File: src/rtl/arb_client.sv
// arb_client: requester-side agent that turns a local burst command into the
// arbiter req/gnt handshake, strobing one data beat per granted cycle.
module arb_client #(
  parameter int LEN_W = 4,
  parameter int TMO   = 16
) (
  input  logic             clk,
  input  logic             rst,
  input  logic             start,
  input  logic [LEN_W-1:0] len,
  input  logic             gnt,
  output logic             req,
  output logic             busy,
  output logic             valid,
  output logic [LEN_W-1:0] beat_cnt,
  output logic             done,
  output logic             err
);

  localparam int                WAIT_W    = $clog2(TMO) + 1;
  localparam logic [WAIT_W-1:0] WAIT_LAST = WAIT_W'(TMO - 1);
  localparam logic [WAIT_W-1:0] WAIT_MAX  = '1;
  localparam logic [LEN_W-1:0]  BEAT_MAX  = '1;

  typedef enum logic [1:0] {
    IDLE,
    REQ,
    XFER,
    REL
  } state_e;

  state_e             state_q, state_d;
  logic [LEN_W-1:0]   len_q, len_d;
  logic [LEN_W-1:0]   beat_q, beat_d;
  logic [WAIT_W-1:0]  wait_q, wait_d;
  logic               done_q, done_d;
  logic               err_q, err_d;

  // NOTE: every signal assigned here gets a default first, so no path leaves
  // one unassigned and no latch is inferred.
  always_comb begin
    state_d = state_q;
    len_d   = len_q;
    beat_d  = beat_q;
    wait_d  = wait_q;
    done_d  = 1'b0;
    err_d   = 1'b0;
    req     = (state_q == REQ) || (state_q == XFER);
    busy    = (state_q != IDLE);
    valid   = (state_q == XFER) && gnt;

    unique case (state_q)
      IDLE: begin
        if (start) begin
          len_d   = len;
          beat_d  = '0;
          wait_d  = '0;
          state_d = REQ;
        end
      end
      REQ: begin
        // A grant on the threshold cycle still wins over the timeout.
        if (gnt) begin
          state_d = XFER;
        end else if (wait_q == WAIT_LAST) begin
          state_d = REL;
          err_d   = 1'b1;
        end else if (wait_q != WAIT_MAX) begin
          wait_d = wait_q + WAIT_W'(1);
        end
      end
      XFER: begin
        if (gnt) begin
          // Saturate so the index only returns to 0 through a new start.
          if (beat_q != BEAT_MAX) beat_d = beat_q + LEN_W'(1);
          if (beat_q == len_q) begin
            state_d = REL;
            done_d  = 1'b1;
          end
        end
      end
      REL: begin
        state_d = IDLE;
      end
      default: begin
        state_d = IDLE;
      end
    endcase
  end

  // NOTE: state registers use non-blocking assignments so every flop samples
  // the pre-edge values regardless of statement order.
  always_ff @(posedge clk or negedge rst) begin
    if (!rst) begin
      state_q <= IDLE;
      len_q   <= '0;
      beat_q  <= '0;
      wait_q  <= '0;
      done_q  <= 1'b0;
      err_q   <= 1'b0;
    end else begin
      state_q <= state_d;
      len_q   <= len_d;
      beat_q  <= beat_d;
      wait_q  <= wait_d;
      done_q  <= done_d;
      err_q   <= err_d;
    end
  end

  assign beat_cnt = beat_q;
  assign done     = done_q;
  assign err      = err_q;

endmodule

File: config.mk
export PLATFORM = sky130hd
export DESIGN_NAME = arb_client
export DESIGN_NICKNAME = d
export VERILOG_FILES = /design/src/rtl/arb_client.sv
export SDC_FILE = /design/constraint.sdc
export NUM_CORES = 1
export LEC_CHECK = 0
export ABC_CLOCK_PERIOD_IN_PS = 3360
export BUFFER_PORTS_ARGS = -buffer_cell sky130_fd_sc_hd__buf_2
export CORE_UTILIZATION = 45
export CTS_CLUSTER_SIZE = 20
export DETAILED_ROUTE_END_ITERATION = 6
export PLACE_DENSITY = 0.7
export SYNTH_ARGS = -nofsm -noshare
export SYNTH_HDL_FRONTEND = slang
export SYNTH_SLANG_ARGS = --single-unit
File: constraint.sdc
create_clock -name clk -period 3.36 [get_ports clk]
set_input_delay 0.504 -clock clk [delete_from_list [all_inputs] [get_ports clk]]
set_output_delay 0.504 -clock clk [all_outputs]
set_load 0.01 [all_outputs]
==> flow_summary_export.csv, run 1 <==
group,metric,value,unit
run_status,status,"complete, no violations",
clock_tree,cts.repair.resized,0,
global_route,grt_max_degree,18,
worst_setup_path,crit_type,"reg2reg",
clock_tree,cts_hold_buffers,0,
clock_tree,cts_sinks,17,
sta,slew_headroom,70.6,%
drt,via_per_inst,5.41,
synth,synth_area_leaders,"dfrtp_1, ha_1, mux2_2",
synth,synthFlopType,"dfrtp_1",
synth,synthArstFlopShare,100,%
sta,fin_crit,2.05,ns
worst_setup_path,critPathArrivalTime,2.28,ns
clock_tree,cts_root_buf,"clkbuf_4",
synth,syn_inst,94,
sta,setup_violations,0,
drt,drc,0,
min_path,hp-class,"in2async",
sta,finalHoldViolations,0,
floorplanning,fp.dieArea,2430,µm²
placed_design,port_buffers,16,
synth,ys_warn_count,0,
worst_setup_path,cp-end-kind,"register",
sta,fin_setup_tns,0,ns
synth,synth_top_cell_area_share,42.3,%
cells_and_area,diodes,0,
sta,finalCritPeriodShare,60.9,%
cells_and_area,fin_nets,129,
drt,drt_pass1_iterations,4,
synth,synth_commonest_cells,"dfrtp_1, nand2_1, ha_1",
global_route,grt_usage,16.8,%
worst_setup_path,worstSetupStartpointType,"register",
sta,fin_skew,0.00216,ns
flow_run,maxCapViolCount,0,
worst_setup_path,cp_max_fo,8,
clock_tree,clk_pin_slew,0.10,ns
synth,synth.distinct_cells,37,
synth,syn_avg_cell_area,10.7,µm²
synth,yosysTopAreaCell,"dfrtp_1",
floorplanning,die_x,49.3,µm
synth,ys_seq_area_share,42.3,%
global_route,grt_remaining_overflow,0,
cells_and_area,syn_to_final_growth,13.6,%
clock_tree,cts_made_buffers,3,
synth,ys_ff_latch,17,
floorplanning,start_util,49.7,%
floorplanning,chipHeight,49.3,µm
synth,synth_edf_count,0,
cells_and_area,drive_above_1_share,29.2,%
placed_design,hpwlAfterDp,1390,µm
synth,syn-num-nets,109,
power,p_per_area,811,nW/µm²
clock_tree,h-tree-depth,1,
clock_tree,clk_latency,0.29,ns
global_route,first_global_vias,725,
clock_tree,post_cts_buffers,0,
sta,slew_violations,0,
clock_tree,max-clock-path-buffers,2,
placed_design,gp_congestion,0.734,
drt,wl_per_cell,13.4,µm
placed_design,placed_area,1110,µm²
drt,ant_nets,0,
worst_setup_path,crit_required,3.59,ns
clock_tree,cts_tree,"built",
sta,fmax,489,MHz
global_route,antenna_found_initial,0,
sta,rsz0062_at_grt,"false",
drt,drt-initial-drc-count,39,
power,p_leak,0.534,nW
drt,wirelength,1870,µm
drt,num_vias,757,
floorplanning,rows,16,
floorplanning,ios,17,
global_route,grt_pass1_wl,3110,µm
cells_and_area,finish.instance_area,1140,µm²
floorplanning,core_area,2020,µm²
sta,worstMarginPinSlew,0.441,ns
power,peakVddDrop,0.535,mV
synth,yosysMostFrequentCell,"dfrtp_1",
synth,syn_area,1000,µm²
layer usage:
metal / share of wire (%) / wire [µm] / global-route usage (%)
met5: 0 / 0 / 0
met2: 46 / 863 / 27.4
met4: 0.80 / 15 / 7.35
met3: 3.6 / 67 / 3.12
met1: 49 / 922 / 21.6
final timing paths:
| kind | cells past startpoint | to | slack (ns) | start |
|---|---|---|---|---|
| min in group clk | 2 | len_q[2] | 0.44 | len[2] |
| max | 7 | wait_q[2] | 1.31 | wait_q[0] |
| max reg2reg | 7 | wait_q[2] | 1.31 | wait_q[0] |
| min reg2reg | 1 | wait_q[3] | 0.52 | wait_q[3] |
| min | 1 | beat_cnt[0] | 0.11 | rst |
| max in group asynchronous | 1 | wait_q[1] | 2.98 | rst |
critical path, stage by stage (launching register included):
cell	delay, ns
dfrtp_1	0.42
ha_1	0.23
and3_1	0.19
ha_1	0.24
o31ai_4	0.28
o211ai_4	0.16
or3_1	0.38
nand3_1	0.09
stage by stage:
step / hold slack, ns / worst slack (ns) / total power (W) / util [%] / std cells
after floorplan: 0.208 / 1.47 / 0.000706 / - / 94
after detailed placement: 0.449 / 1.34 / 0.000821 / 55.1 / 136
after CTS: 0.122 / 1.31 / 0.000933 / 56.4 / 140
after global routing: 0.131 / 1.23 / 0.00101 / 56.4 / 140
after global placement: 0.443 / 1.42 / 0.000802 / 55.1 / 136
final: 0.110 / 1.31 / 0.000926 / 56.4 / 140
state kept, by name, indices dropped and copies added (netlist names):
name / cells
beat_cnt: 4
done: 1
err: 1
len_q: 4
state_q: 2
wait_q: 5
cell families after synthesis:
| group | after synthesis | synth area share, % |
|---|---|---|
| XOR/XNOR | 4 | 3.49 |
| adder cells (fa/ha/maj) | 7 | 8.72 |
| AND/OR/NAND/NOR | 31 | 17.3 |
| multiplexers | 6 | 6.60 |
| AO/OA/AOI/OAI | 21 | 18.4 |
| flip-flops | 17 | 42.3 |
| buffers and inverters | 8 | 3.11 |
cell usage in the layout (no fill, tap or decap), types with 2 or more instances in the layout:
cell       Yosys  final
dfrtp_1       17     17
buf_2          1     16
nand2_1        9      9
ha_1           7      7
inv_1          6      6
xnor2_1        4      4
mux2_2         4      4
a21oi_1        4      4
nor2_1         3      3
o21ai_0        3      3
nand3_1        3      3
clkbuf_4       0      3
and3_1         2      2
nor3_1         2      2
and3_2         2      2
or3_1          2      2
a311oi_1       2      2
o31ai_1        2      2
o2bb2ai_1      2      2
cell type report:
class	instances	area, µm²
clock inverter	1	5.00
clock buffer	3	22.5
timing repair buffer	16	80.1
multi-input combinational	69	548
fill	177	881
tap	27	33.8
sequential	17	425
inverter	7	26.3
power breakdown:
| group | internal (W) | switching, W | total [W] |
|---|---|---|---|
| Clock | 0.0000443 | 0.0000669 | 0.000111 |
| Combinational | 0.000219 | 0.000263 | 0.000481 |
| Sequential | 0.000270 | 0.0000630 | 0.000333 |
| Total | 0.000533 | 0.000392 | 0.000926 |
No activity file was read; power rests on OpenSTA's default activity.
==> inputs of run 2 (changes only) <==
ABC_CLOCK_PERIOD_IN_PS = 1700   (was 3360)
PLACE_DENSITY = 0.73   (was 0.7)
clock period = 1.7 ns   (was 3.36 ns; I/O delays follow)
==> run 2 against run 1 <==
Effect of this change: the flow now finishes with violations (negative setup slack); worst hold slack better by 0.073 ns; total power up 130%; sequential cell count unchanged; worst setup slack worse by 1.4 ns; critical path depth unchanged; highest routed layer unchanged; final area up 15%; wire length up 13%; utilization up 8.2 points; sequential power up 96%; register-to-register slack worse by 1.4 ns; global-route usage up 2.6 points; die area unchanged.
==> flow_summary_export.csv, run 2 (same netlist as run 1, synthesis figures left out) <==
group,metric,value,unit
drt,wirelength,2110,µm
sta,setup_violations,5,
sta,worstMarginPinSlew,0.384,ns
cells_and_area,largest_register_ffs,5,
power,switching_share,41.1,%
floorplanning,rows,16,
clock_tree,cts_tree,"built",
worst_setup_path,worstSetupStartpointType,"register",
drt,num_vias,850,
floorplanning,start_util,49.7,%
drt,drt_pass1_iterations,4,
power,switching_power,0.000883,W
worst_setup_path,crit_required,1.94,ns
min_path,hp-class,"in2reg",
sta,finalHoldViolations,0,
worst_setup_path,crit_type,"reg2reg",
power,seqPwrFrac,30.5,%
global_route,antenna_found_initial,0,
sta,fmax,556,MHz
drt,ant_nets,0,
power,intPower,0.00126,W
run_status,violations,"negative setup slack",
drt,drt-initial-drc-count,16,
power,p_leak,0.604,nW
sta,rsz0062_at_grt,"true",
worst_setup_path,cpPeakStageDelay,0.41,ns
clock_tree,max-clock-path-buffers,2,
placed_design,port_buffers,16,
clock_tree,h-tree-depth,1,
drt,drc,0,
placed_design,gp_congestion,0.807,
power,p_clk_share,10.4,%
sta,slew_violations,0,
power,combPwrFrac,59.1,%
sta,setup_ws,-0.0982,ns
worst_setup_path,cp_max_fo,4,
global_route,grt_remaining_overflow,0,
worst_setup_path,slowest_stage,"dfrtp_1",
placed_design,placed_cells,144,
sta,fin_skew,0.00338,ns
run_status,status,"finished with violations",
worst_setup_path,worstPathCellList,"ha_2 -> and3_4 -> ha_4 -> o31ai_4 -> o211ai_4 -> or3_1 -> nand3_1",
global_route,grt_pass1_wl,3640,µm
floorplanning,die_x,49.3,µm
clock_tree,cts_made_buffers,3,
drt,wl_per_cell,13.7,µm
cells_and_area,layout_commonest_cell,"dfrtp_1",
sta,fin_hold_ws,0.183,ns
global_route,first_global_vias,844,
floorplanning,ios,17,
sta,fin_crit,1.80,ns
cells_and_area,drive_above_1_share,42.5,%
cells_and_area,finish.instance_area,1310,µm²
cells_and_area,syn_to_final_growth,30.1,%
cells_and_area,layout_common_cells,"dfrtp_1, buf_2, buf_4",
clock_tree,clk_latency,0.30,ns
flow_run,maxCapViolCount,0,
power,p_per_area,1640,nW/µm²
sta,finalCritPeriodShare,106,%
cells_and_area,fin_nets,143,
drt,via_per_inst,5.52,
placed_design,hpwlAfterDp,1540,µm
worst_setup_path,critPathArrivalTime,2.04,ns
cells_and_area,fin_cells,154,
clock_tree,cts_root_buf,"clkbuf_4",
placed_design,placed_area,1200,µm²
global_route,grt_usage,19.4,%
power,peakVddDrop,0.874,mV
cells_and_area,diodes,0,
power,finalPower,0.00215,W
cells_and_area,regMostFlops,"wait_q",
floorplanning,fp.dieArea,2430,µm²
floorplanning,chipHeight,49.3,µm
sta,slew_headroom,74.4,%
floorplanning,core_area,2020,µm²
worst_setup_path,cp-end-kind,"register",
clock_tree,clk_pin_slew,0.10,ns
clock_tree,cts_sinks,17,
global_route,grt_max_degree,18,
-- run 2: cell count changes in the layout (fill, tap and decap cells not counted), moves of 2 or more --
cell | before | now
ha_4 | 0 | 2
ha_2 | 0 | 2
ha_1 | 7 | 3
buf_4 | 0 | 13
-- run 2: through the flow --
stage	setup slack, ns	utilization [%]	setup TNS, ns
floorplan	-0.0478	-	-0.0478
global placement	-0.0431	59.2	-0.101
detailed placement	-0.0979	59.2	-0.348
CTS	-0.0979	63.1	-0.326
global route	-0.163	64.7	-0.710
finish	-0.0982	64.7	-0.316
-- run 2: worst paths after layout --
kind	startpoint	end	slack, ns	cells past startpoint
min in group asynchronous	rst	beat_cnt[1]	0.41	2
hold reg to reg	wait_q[3]	wait_q[3]	0.51	1
setup reg to reg	wait_q[0]	wait_q[2]	-0.1	7
max in group asynchronous	rst	wait_q[4]	1.01	2
hold / removal	len[1]	len_q[1]	0.18	2
setup / recovery	wait_q[0]	wait_q[2]	-0.1	7
-- run 2: area by class of cell --
type | count | area, µm²
fill | 173 | 714
multi-input combinational | 69 | 607
sequential | 17 | 425
timing repair buffer | 30 | 188
tap | 27 | 33.8
inverter | 7 | 26.3
clock buffer | 3 | 22.5
clock inverter | 1 | 5.00
-- run 2: per-layer routing --
metal | global-route usage, % | share of wire (%)
met1 | 23.6 | 43
met2 | 34.7 | 52
met3 | 3.12 | 3.0
met4 | 5.88 | 1.4
met5 | 0 | 0
-- run 2: power by group through the flow --
stage / logic (W) / clock network (W) / registers (W)
floorplan: 0.000749 / 0 / 0.000649
CTS: 0.00120 / 0.000230 / 0.000648
global placement: 0.00109 / 0 / 0.000651
global route: 0.00139 / 0.000252 / 0.000670
detailed placement: 0.00113 / 0 / 0.000657
finish: 0.00127 / 0.000224 / 0.000654
-- run 2: timing repair --
item,CTS,global route
resized for setup,4,3
endpoints found under the setup margin,6,6
hold buffers,1,0
setup buffers,3,2
pin swaps,3,2
hold endpoints to repair,17,0
-- run 2: critical path: cells and delay by family (launching register included) --
family          cells  cell delay [ns]
fa+ha+maj           2             0.35
simple gates        3             0.57
flops               1             0.41
compound gates      2             0.41
==> inputs of run 3 (changes only) <==
CTS_BUF_LIST = sky130_fd_sc_hd__clkbuf_2 sky130_fd_sc_hd__clkbuf_4 sky130_fd_sc_hd__clkbuf_8   (was unset)
REMOVE_ABC_BUFFERS = 1   (was unset)
==> run 3 against run 2 <==
Effect of this change: critical endpoint unchanged; fmax fell by 1.8%; final cell count rose by 1.9%; critical path depth did not move; highest routed layer unchanged; worst setup slack got worse by 0.033 ns; total power rose by 7.6%; the flow still finishes with violations (negative setup slack); register-to-register slack got worse by 0.03 ns; first-iteration DRC count fell by 19%; final area rose by 4.3%; sequential power barely moved; utilization rose by 2.8 points.
==> flow_summary_export.csv, run 3 (same netlist as run 1, synthesis figures left out) <==
group,metric,value,unit
sta,fin_crit,1.83,ns
cells_and_area,layout_commonest_cell,"dfrtp_1",
floorplanning,ios,17,
cells_and_area,diodes,0,
drt,via_per_inst,5.33,
drt,wl_per_cell,14.7,µm
clock_tree,max-clock-path-buffers,2,
drt,drt-initial-drc-count,13,
placed_design,hpwlAfterDp,1570,µm
sta,fin_hold_ws,0.190,ns
placed_design,placed_area,1180,µm²
min_path,hold_start,"len[3]",
worst_setup_path,crit_start,"wait_q[1]",
worst_setup_path,critPathArrivalTime,2.07,ns
sta,fin_setup_tns,-0.434,ns
cells_and_area,syn_to_final_growth,35.7,%
power,p_per_area,1690,nW/µm²
drt,ant_nets,0,
cells_and_area,largest_register_ffs,5,
sta,slew_headroom,75.3,%
placed_design,gp_congestion,0.859,
floorplanning,die_x,49.3,µm
floorplanning,rows,16,
global_route,grt_usage,21.4,%
run_status,violations,"negative setup slack",
global_route,antenna_found_initial,0,
global_route,grt_pass1_wl,3900,µm
worst_setup_path,cp_max_fo,2,
placed_design,port_buffers,16,
drt,num_vias,837,
clock_tree,cts_tree,"built",
sta,setup_violations,6,
global_route,grt_remaining_overflow,0,
clock_tree,cts_sinks,17,
drt,drc,0,
sta,fin_skew,0.00232,ns
power,p_leak,0.628,nW
sta,finalHoldViolations,0,
cells_and_area,fin_nets,146,
clock_tree,h-tree-depth,1,
floorplanning,core_area,2020,µm²
clock_tree,cts_made_buffers,3,
worst_setup_path,crit_type,"reg2reg",
global_route,first_global_vias,816,
worst_setup_path,cp-end-kind,"register",
clock_tree,clk_latency,0.29,ns
sta,rsz0062_at_grt,"true",
floorplanning,start_util,49.7,%
sta,worstMarginPinSlew,0.371,ns
drt,drt_pass1_iterations,4,
sta,finalCritPeriodShare,108,%
cells_and_area,fin_cells,157,
cells_and_area,drive_above_1_share,49.2,%
worst_setup_path,reg2reg_from,"wait_q[1]",
sta,setup_ws,-0.131,ns
floorplanning,chipHeight,49.3,µm
run_status,status,"finished with violations",
sta,fmax,546,MHz
cells_and_area,finish.instance_area,1360,µm²
power,peakVddDrop,1.08,mV
power,finalPower,0.00231,W
flow_run,maxCapViolCount,0,
clock_tree,cts_root_buf,"clkbuf_4",
clock_tree,clk_pin_slew,0.10,ns
cells_and_area,layout_common_cells,"dfrtp_1, buf_2, buf_4",
cells_and_area,regMostFlops,"wait_q",
global_route,grt_max_degree,18,
sta,slew_violations,0,
drt,wirelength,2300,µm
worst_setup_path,worstSetupStartpointType,"register",
min_path,hp-class,"in2reg",
floorplanning,fp.dieArea,2430,µm²
worst_setup_path,crit_required,1.93,ns
placed_design,placed_cells,145,
## run 3: changes by cell type in the layout (fill, tap and decap cells not counted), moves of 2 or more
cell | before | now
buf_6 | 0 | 2
ha_2 | 2 | 4
nand2_1 | 9 | 7
o21ai_2 | 0 | 2
## run 3: power by group
part	leakage, nW	internal (W)	switching, W
sequential	0.220	0.000534	0.000118
combinational	0.389	0.000708	0.000712
clock	0.0184	0.000107	0.000129
total	0.628	0.00135	0.000959
## run 3: final timing paths
check | endpoint | slack (ns) | depth (start not counted)
max in group asynchronous | state_q[0] | 1.04 | 2
min in group asynchronous | beat_cnt[3] | 0.39 | 2
setup / recovery | wait_q[2] | -0.13 | 7
setup reg to reg | wait_q[2] | -0.13 | 7
hold / removal | len_q[3] | 0.19 | 2
hold reg to reg | len_q[1] | 0.54 | 1
## run 3: layout make-up
type / count / area, µm²
inverters: 7 / 26.3
repair buffers: 33 / 218
fillers: 164 / 658
well taps: 27 / 33.8
multi-input cells: 69 / 631
clock buffers: 4 / 30.0
flip-flops and latches: 17 / 425
## run 3: critical path, stage by stage (launching register included)
cell	delay [ns]
dfrtp_1	0.40
ha_2	0.19
and3_4	0.18
ha_4	0.16
o31ai_4	0.30
o211ai_4	0.13
or3_1	0.33
nand3_1	0.08
## run 3: through the flow
stage	util [%]	setup WS, ns
after CTS	64.8	-0.107
after detailed placement	58.4	-0.242
final	67.5	-0.131
after global placement	58.4	-0.136
after global routing	67.5	-0.203
after floorplan	-	-0.192
## run 3: repair_timing
item,CTS,global route
resized for setup,19,4
endpoints found under the hold margin,17,0
setup buffers,2,5
pin swaps,10,0
endpoints found under the setup margin,7,9
hold buffers,1,0
## run 3: routing by layer
layer	routed length [µm]	share of wire (%)	track usage [%]
met4	14	0.61	4.41
met3	61	2.6	2.80
met1	1120	49	29.2
met2	1110	48	36.1
met5	0	0	0
